$ cat src/rtl/programa_alu.sv
// programa_alu: switch-loaded A/B/opcode registers feeding an 8-bit ALU with a registered LED result
module programa_alu (
  input  logic       clk_i,
  input  logic       rst_i,
  input  logic [7:0] switch_i,
  input  logic [2:0] bot_i,
  output logic [7:0] led_o
);
  logic [7:0] a_q, a_d, b_q, b_d, led_q, led_d;
  logic [5:0] op_q, op_d;
  always_comb begin
    a_d   = bot_i[0] ? switch_i : a_q;
    b_d   = bot_i[1] ? switch_i : b_q;
    op_d  = bot_i[2] ? switch_i[5:0] : op_q;
    // shifts use all 8 bits of B, so amounts >= 8 saturate to zero or sign fill
    led_d = op_q == 6'b100000 ? a_q + b_q :
            op_q == 6'b100010 ? a_q - b_q :
            op_q == 6'b100100 ? a_q & b_q :
            op_q == 6'b100101 ? a_q | b_q :
            op_q == 6'b100110 ? a_q ^ b_q :
            op_q == 6'b100111 ? ~(a_q | b_q) :
            op_q == 6'b000011 ? 8'($signed(a_q) >>> b_q) :
            op_q == 6'b000010 ? a_q >> b_q : 8'h00;
  end
  always_ff @(posedge clk_i) begin
    if (rst_i) begin
      a_q   <= 8'h00;
      b_q   <= 8'h00;
      op_q  <= 6'h00;
      led_q <= 8'h00;
    end else begin
      a_q   <= a_d;
      b_q   <= b_d;
      op_q  <= op_d;
      led_q <= led_d;
    end
  end
  assign led_o = led_q;
endmodule

$ cat config.mk
export PLATFORM = sky130hd
export DESIGN_NAME = programa_alu
export DESIGN_NICKNAME = d
export VERILOG_FILES = /design/src/rtl/programa_alu.sv
export SDC_FILE = /design/constraint.sdc
export NUM_CORES = 1
export LEC_CHECK = 0
export CAP_MARGIN = 10
export CORE_MARGIN = 3
export CORE_UTILIZATION = 30
export DETAILED_ROUTE_END_ITERATION = 10
export PLACE_DENSITY = 0.5
export SLEW_MARGIN = 20
export SYNTH_ARGS = -nofsm -noshare
export SYNTH_HDL_FRONTEND = slang
export SYNTH_SLANG_ARGS = --single-unit
export TNS_END_PERCENT = 20
$ cat constraint.sdc
create_clock -name clk_i -period 2.3 [get_ports clk_i]
set_clock_uncertainty 0.15 [all_clocks]
set_input_delay 0.46 -clock clk_i [delete_from_list [all_inputs] [get_ports clk_i]]
set_output_delay 0.46 -clock clk_i [all_outputs]
set_load 0.005 [all_outputs]
==> reports/results.ini <==
[clock_network]
cts_sinks=30
cts.path.max_buffers=2
cts_tree=yes
clkTransAtPathRegs_ns=0.07
clockRootBuffer=clkbuf_8
cts_resized=0
insertion_delay_ns=0.29
cts_made_buffers=5
htreeDepth=2
hold_buffers=0
post_cts_buffers=0

[cells_and_area]
final_area_um2=3360
diodes=0
fin_util=0.382
seqCellArea_um2=602
final_layout_size_suffix_gt1_frac=0.160
multi_input_area_um2=1980
nets=413
area_delta_synth_final_pct=23.1
n_fill_cell=910

[power_and_ir_drop]
p_leak_nw=1.33
worst_ir_drop_vdd_mv=0.185
power.density_nw_per_um2=463

[job]
drv_cap=0

[logic_synthesis]
synthAdderAreaFrac=0.120
synthesis.nets=380
syn_inst=342
synth_warnings=0
synth_top_family_by_area=compound AO/OA/AOI/OAI gates
syn_area_per_cell_um2=7.99
synth-compound-area-share=0.225
synth-seq-cells=30
synth_ff_type=dfxtp_1
synthSimpleGateAreaFrac=0.192
syn_area_um2=2730
synth_edf_count=0
synth_xor_area_frac=0.0256
ys_types=59
seq_area_frac_synth=0.220
synthMuxAreaShare=0.146
async_flop_share=0

[detailed_routing]
vias=2663
firstDrtPassIters=4
drc=0
drt-initial-drc-count=197
totalWireLength_mm=8.62
detail_route.wl_per_cell_um=17.8
detail-route-antenna-nets=0
via_per_inst=5.50

[grt]
grt_pass1_vias=2627
grt_util_all_layers=0.174
grt_pass1_wl_mm=14.1
grt_overflow=0
antenna_found_initial=0
grt_start_max_net_pins=31

[floorplan]
initial_core_util=0.310
die_w_um=101
die_h_um=101
num_rows=34
die_area_um2=10300
pin_count=21
core_um2=8810

[worst_hold_path]
hold_class=reg2reg

[setup_path]
worstSetupPathType=reg2reg
reg2reg_from=b_q[2]$_SDFFE_PP0P_
critical_path_required_ns=2.30
rrSetupSlack_ns=0.09
endpoint=led_o[6]$_SDFF_PP0_
reg2reg_depth=8
cp-end-kind=flip-flop
crit_fanout=9
start_kind=flip-flop
startpoint=b_q[2]$_SDFFE_PP0P_
reg2reg_to=led_o[6]$_SDFF_PP0_
arrival_ns=2.21

[outcome]
status=completed

[sta]
post-route-min-period_ns=2.21
max_slew_margin=0.658
tightest_slew_ns=0.500
setup_viol=0
hold_viol_final=0
max_freq_mhz=453
fin_crit_sh=0.960
maxSlewViolCount=0

[place]
hpwlAfterDp_mm=6.49
placed_area_um2=3230
gp_congestion=0.903
numPortBuffers=20

==> worst min path at each step <==
stage                                 endpoint  cells after the start                  from  slack, ns
after floorplan           op_q[2]$_SDFFE_PP0P_                      2  op_q[2]$_SDFFE_PP0P_       0.35
after global placement    op_q[4]$_SDFFE_PP0P_                      2  op_q[4]$_SDFFE_PP0P_       0.39
after detailed placement  op_q[4]$_SDFFE_PP0P_                      2  op_q[4]$_SDFFE_PP0P_       0.39
after CTS                 op_q[4]$_SDFFE_PP0P_                      2  op_q[4]$_SDFFE_PP0P_       0.40
after global routing      op_q[2]$_SDFFE_PP0P_                      2  op_q[2]$_SDFFE_PP0P_       0.44
final                     op_q[4]$_SDFFE_PP0P_                      2  op_q[4]$_SDFFE_PP0P_       0.40
==> per-stage QoR <==
stage | setup TNS (ns) | setup slack, ns | std cells | hold WS [ns] | power, mW
2_1_floorplan | -0.00440 | -0.00440 | 342 | 0.349 | 0.904
3_3_place_gp | -0.0186 | -0.0186 | 476 | 0.386 | 1.08
3_5_place_dp | 0 | 0.00930 | 476 | 0.390 | 1.08
4_1_cts | 0 | 0.00569 | 484 | 0.400 | 1.56
5_1_grt | -0.0414 | -0.0376 | 484 | 0.443 | 1.66
6_report | 0 | 0.0919 | 484 | 0.395 | 1.56
==> routing by layer <==
metal / wire (µm) / global-route usage
met4: 77 / 0.0368
met5: 0 / 0
met3: 377 / 0.0248
met1: 4250 / 0.247
met2: 3920 / 0.280
==> sequential cells by signal, summed over array words and instances (netlist names) <==
name and cells:
b_q 8, a_q 8, op_q 6, led_o 8
==> layout make-up <==
type,instances,area share
inverter,25,0.0283
sequential,30,0.179
clock buffer,6,0.0245
tap,108,0.0402
timing repair buffer,51,0.136
clock inverter,2,0.00372
multi-input combinational,262,0.588
==> Yosys cell counts (all sizes together) (3+ instances only) <==
master,n,share of area
nor2,39,0.054
mux2i,31,0.11
dfxtp,30,0.22
ha,23,0.11
inv,23,0.032
a21oi,21,0.038
clkbuf,19,0.026
nand2,16,0.023
o21ai,13,0.024
nor3,11,0.020
nand3,9,0.016
a31oi,7,0.016
buf,6,0.011
nor2b,6,0.014
a211oi,5,0.014
a311oi,5,0.016
nor4,5,0.014
xnor2,5,0.016
a221oi,4,0.013
nand2b,4,0.0092
o21bai,4,0.011
o31a,4,0.013
mux4,3,0.025
o41ai,3,0.0096
xor2,3,0.0096
==> critical path: stages (launching register included) <==
cell	delay (ns)
dfxtp_1	0.35
clkinv_2	0.16
ha_1	0.36
buf_4	0.16
o21bai_2	0.09
a221oi_1	0.42
nor3_1	0.10
a31oi_1	0.16
a41oi_1	0.12
==> cell usage in the layout, fill, tap and decap left out, types with 6 or more instances in the layout <==
master            n
nor3_1           11
inv_1            23
a21oi_1          21
nor2b_1           6
o21ai_0          13
ha_1             21
nand2_1          15
nor2_1           38
nand3_1           9
clkbuf_8          6
a31oi_1           7
buf_4            29
dfxtp_1          29
mux2i_1          31
clkdlybuf4s50_1  20
==> kinds of logic (layout without fill, tap and decap cells) <==
group / Yosys count / after routing
AND/OR/NAND/NOR: 106 / 106
AO/OA/AOI/OAI: 87 / 87
buffers and inverters: 50 / 84
multiplexers: 36 / 36
flip-flops: 30 / 30
adder cells (fa/ha/maj): 25 / 25
XOR/XNOR: 8 / 8
==> power breakdown <==
part | internal (mW) | total (mW) | switching [mW]
Clock | 0.241 | 0.468 | 0.227
Sequential | 0.547 | 0.575 | 0.0284
Combinational | 0.230 | 0.516 | 0.286
Power figures use the tool's default switching activity.
